`config.mk`:
```
export PLATFORM = sky130hd
export DESIGN_NAME = discharge_pulse_timer
export DESIGN_NICKNAME = d
export VERILOG_FILES = /design/src/rtl/discharge_pulse_timer.sv
export SDC_FILE = /design/constraint.sdc
export NUM_CORES = 1
export LEC_CHECK = 0
export ABC_CLOCK_PERIOD_IN_PS = 5100
export BUFFER_PORTS_ARGS = -buffer_cell sky130_fd_sc_hd__buf_2
export CAP_MARGIN = 40
export CORE_MARGIN = 1.5
export CORE_UTILIZATION = 34
export CTS_BUF_LIST = sky130_fd_sc_hd__clkbuf_4
export DETAILED_ROUTE_END_ITERATION = 10
export PLACE_DENSITY_LB_ADDON = 0.25
export SYNTH_ARGS = -nofsm -noshare
export SYNTH_HDL_FRONTEND = slang
export SYNTH_SLANG_ARGS = --single-unit
```
`constraint.sdc`:
```
create_clock -name clk -period 5.1 [get_ports clk]
set_clock_uncertainty 0.1 [all_clocks]
set_input_delay 0.51 -clock clk [delete_from_list [all_inputs] [get_ports clk]]
set_output_delay 0.51 -clock clk [all_outputs]
set_load 0.01 [all_outputs]
```
`src/rtl/discharge_pulse_timer.sv`:
```
// discharge_pulse_timer: Ton/Toff pulse sequencer with shadow-latched pulse parameters
module discharge_pulse_timer #(
    parameter int TIMER_W = 32,
    parameter int CNT_W   = 16
) (
    input  logic               clk,
    input  logic               rst,
    input  logic               start,
    input  logic               stop,
    input  logic [15:0]        waveform_in,
    input  logic [TIMER_W-1:0] Ton_in,
    input  logic [TIMER_W-1:0] Toff_in,
    input  logic [15:0]        Ip_in,
    input  logic [CNT_W-1:0]   pulse_num,
    output logic [15:0]        waveform,
    output logic [TIMER_W-1:0] Ton_timer,
    output logic [15:0]        Ip,
    output logic [TIMER_W-1:0] timer_buck_interleave,
    output logic               discharge_on,
    output logic               busy,
    output logic               pulse_done,
    output logic [CNT_W-1:0]   pulse_count,
    output logic               cfg_err
);
    typedef enum logic [1:0] {IDLE, ON, OFF} state_t;
    state_t state_q, state_d;
    logic [TIMER_W-1:0] timer_q, timer_d, off_q, off_d, toff_q, toff_d, ton_q, ton_d;
    logic [15:0] wf_q, wf_d, ip_q, ip_d;
    logic [CNT_W-1:0] cnt_q, cnt_d, cnt_inc;
    logic done_q, done_d, err_q, err_d, on_q, on_d, busy_q, busy_d;
    logic cfg_ok, load;
    assign cfg_ok = Ton_in >= TIMER_W'(2) && Toff_in != '0 &&
                    (waveform_in == 16'h0001 || waveform_in == 16'h0002 || waveform_in == 16'h8000);
    assign cnt_inc = &cnt_q ? cnt_q : cnt_q + CNT_W'(1);
    always_comb begin
        state_d = state_q;
        timer_d = timer_q;
        off_d   = off_q;
        cnt_d   = cnt_q;
        done_d  = 1'b0;
        err_d   = 1'b0;
        load    = 1'b0;
        unique case (state_q)
            IDLE: begin
                timer_d = '0;
                if (start && !stop) begin
                    load    = cfg_ok;
                    err_d   = !cfg_ok;
                    cnt_d   = cfg_ok ? '0 : cnt_q;
                    state_d = cfg_ok ? ON : IDLE;
                    timer_d = cfg_ok ? TIMER_W'(1) : '0;
                end
            end
            ON: begin
                if (stop) begin
                    state_d = IDLE;
                    timer_d = '0;
                end else if (timer_q == ton_q) begin
                    state_d = OFF;
                    timer_d = '0;
                    off_d   = TIMER_W'(1);
                end else begin
                    timer_d = timer_q + TIMER_W'(1);
                end
            end
            OFF: begin
                if (stop) begin
                    state_d = IDLE;
                    timer_d = '0;
                end else if (off_q == toff_q) begin
                    done_d = 1'b1;
                    cnt_d  = cnt_inc;
                    if (pulse_num != '0 && cnt_inc == pulse_num) begin
                        state_d = IDLE;
                        timer_d = '0;
                    end else begin
                        // rejected reload keeps the previous shadows for the next pulse
                        load    = cfg_ok;
                        err_d   = !cfg_ok;
                        state_d = ON;
                        timer_d = TIMER_W'(1);
                    end
                end else begin
                    off_d = off_q + TIMER_W'(1);
                end
            end
            default: begin
                state_d = IDLE;
                timer_d = '0;
            end
        endcase
        wf_d   = load ? waveform_in : wf_q;
        ton_d  = load ? Ton_in : ton_q;
        toff_d = load ? Toff_in : toff_q;
        ip_d   = load ? Ip_in : ip_q;
        on_d   = state_d == ON;
        busy_d = state_d != IDLE;
    end
    always_ff @(posedge clk) begin
        if (rst) begin
            state_q <= IDLE;
            timer_q <= '0;
            off_q   <= '0;
            toff_q  <= '0;
            ton_q   <= '0;
            wf_q    <= '0;
            ip_q    <= '0;
            cnt_q   <= '0;
            done_q  <= 1'b0;
            err_q   <= 1'b0;
            on_q    <= 1'b0;
            busy_q  <= 1'b0;
        end else begin
            state_q <= state_d;
            timer_q <= timer_d;
            off_q   <= off_d;
            toff_q  <= toff_d;
            ton_q   <= ton_d;
            wf_q    <= wf_d;
            ip_q    <= ip_d;
            cnt_q   <= cnt_d;
            done_q  <= done_d;
            err_q   <= err_d;
            on_q    <= on_d;
            busy_q  <= busy_d;
        end
    end
    assign waveform              = wf_q;
    assign Ton_timer             = ton_q;
    assign Ip                    = ip_q;
    assign timer_buck_interleave = timer_q;
    assign discharge_on          = on_q;
    assign busy                  = busy_q;
    assign pulse_done            = done_q;
    assign pulse_count           = cnt_q;
    assign cfg_err               = err_q;
endmodule

```
==> out/results.ini <==
[synth]
synth_most_common_cell = nand2_1
yosysTopAreaCell = dfxtp_1
postSynthAreaPerCell_sq_um = 8.34
ys_seq_elements = 182
synthTopCellsByArea = dfxtp_1, mux2i_1, nand2_1
synth-seq-area-share = 0.386
netlist_instances = 1131
syn_area_sq_mm = 0.00943
synth_top_area_frac = 0.386
yosysWarnings = 0
syn-num-nets = 1250
async_flop_share = 0
synthFlopType = dfxtp_1
yosys-top-cells-count = nand2_1, dfxtp_1, mux2i_1, nor2_1, xor2_1
synth-edff-count = 0
ys_types = 62

[sta]
tns_ps = 0
report.final.slew_viol_count = 0
timing.slew.headroom = 0.487
tightest_slew_ps = 762
fmax_mhz = 238
finalHoldViolCount = 0
setup_viol = 0
fin_crit_ps = 4200
rsz0062_at_grt = no
post-route-period-util = 0.824
holdWs_ps = 63.2

[power]
power.leakage_nw = 4.51
p_sw_frac = 0.248
power_density_mw_per_mm2 = 222
ir_drop_v = 0.000154
power_frac_clock = 0.375
pwr-share-comb = 0.057
switchingPower_uw = 623
p_seq_frac = 0.568
internal_power_mw = 1.88

[layout]
layout.nets = 1442
areaGrowthSynthToFinish_pct = 19.5
nFillCells = 2799
final_core_util = 0.416
multi_input_area_sq_mm = 0.00542
drive_gt1_frac = 0.225
fin_cells = 1710
area.sequential_sq_mm = 0.00364

[clock_tree]
cts_tree = yes
post_cts_buffers = 0
cts_root_buf = clkbuf_4
cts-buffers-inserted = 17
clockBufferDepth = 2
hold_buffers = 0
path_clk_slew_ps = 170
cts_resized = 0
insertion_delay_ps = 580
cts_sinks = 182
htree_levels = 4

[placement]
place_congestion = 0.935
hpwl_um = 20600
port-buffer-count = 231
dpl.cell_count = 1676

[drt]
wirelength_um = 27400
drc = 0
num_vias = 8621
routed_via_density = 5.04
drt-pass1-iter-count = 7
antenna_left = 0
drt-initial-drc-count = 642
wire_per_inst_um = 16.0

[setup_path]
critPathMaxFanout = 39
path_class = register to register
worstSetupEndpointType = register
startpoint_type = register
cp.required_ps = 5500
critical_path_arrival_ps = 4600

[hold_path]
min_path_type = input port to register

[floorplan]
core_sq_mm = 0.0271
die_y_um = 170
io_pins = 232
num_rows = 60
start_util = 0.348
die_x_um = 170
dieArea_sq_mm = 0.0287

[global_routing]
track_usage = 0.187
grt_max_degree = 84
grt_pass1_vias = 7941
grt_pass1_wl_um = 42600
grt_overflow = 0
antenna_found_initial = 2

[job]
maxCapViolCount = 0

[outcome]
status = finished clean

==> metrics by stage <==
stage          instance area, sq um  total power [mW]  setup WS, ps
2_1_floorplan                  9430              1.52          1860
3_3_place_gp                  10800              1.59          1080
3_5_place_dp                  10900              1.60           923
4_1_cts                       11300              2.54           922
5_1_grt                       11300              2.61           610
6_report                      11300              2.51           900
==> cells in the final DEF, fill, tap and decap left out, types with 9 or more instances in the layout <==
| cell | netlist | routed |
|---|---|---|
| nand4_1 | 39 | 39 |
| and4_1 | 13 | 13 |
| xnor2_1 | 56 | 56 |
| dfxtp_1 | 182 | 182 |
| nand2_1 | 213 | 213 |
| nor3_1 | 18 | 18 |
| a21oi_1 | 40 | 40 |
| nor4_1 | 41 | 41 |
| nor2_1 | 79 | 79 |
| xor2_1 | 71 | 71 |
| inv_1 | 16 | 16 |
| clkbuf_4 | 0 | 18 |
| or3_1 | 21 | 21 |
| buf_2 | 12 | 231 |
| nand3_1 | 37 | 37 |
| or4_1 | 14 | 14 |
| o21ai_0 | 37 | 36 |
| nor3b_2 | 10 | 10 |
| mux2i_1 | 88 | 88 |
| and3_1 | 9 | 9 |
==> state kept, by name (all words and copies together), names as in the netlist, 2 cells and up <==
signal / cells
pulse_count: 16
off_q: 32
Ton_timer: 32
Ip: 16
toff_q: 32
timer_buck_interleave: 32
state_q: 2
waveform: 16
==> worst max-delay path, stage by stage, from the launching register on <==
cell and delay, ps:
dfxtp_1 490, ha_1 530, nand4_2 220, or4_1 840, and4_1 310, o221ai_1 150, and4bb_1 230, nand3_1 110
o221a_4 560, buf_12 330, mux2i_1 210
==> power by group through the flow <==
stage	registers (mW)	clock network (mW)	logic [mW]
final	1.42	0.939	0.143
after global routing	1.42	1.02	0.157
after CTS	1.42	0.976	0.144
after detailed placement	1.45	0	0.143
after global placement	1.45	0	0.141
after floorplan	1.45	0	0.0629
==> routing by layer <==
layer  vias to the layer above  GRT usage  part of all wire
met5                         -          0           0.00037
met4                         2     0.0385            0.0090
met3                        19     0.0420             0.059
met2                       270      0.291              0.44
met1                      3996      0.264              0.49
li1                       4334          -                 -
==> cell type report <==
type	instances	area share
well taps	372	0.0413
repair buffers	244	0.118
clock buffers	18	0.0120
inverters	17	0.00589
diodes	3	0.000666
multi-input cells	861	0.481
clock inverters	13	0.0173
flip-flops and latches	182	0.323
==> path summary, 6_finish.rpt <==
kind	start	slack [ps]	endpoint	depth (start not counted)
min reg2reg	Ip[3]	370	Ip[3]	2
max reg2reg	pulse_count[0]	900	Ip[13]	10
min	Ton_in[0]	60	Ton_timer[0]	3
max	pulse_count[0]	900	Ip[13]	10
==> cell families after synthesis <==
logic type,count (synthesis),share of synthesized area
xor gates and xnor gates,127,0.118
DFF,182,0.386
and+or+nand+nor,531,0.284
muxes,88,0.0934
AOI/OAI and AO/OA,112,0.0727
buffers and inverters,88,0.0415
adders and majority gates,3,0.00398
No activity file was read; power rests on OpenSTA's default activity.
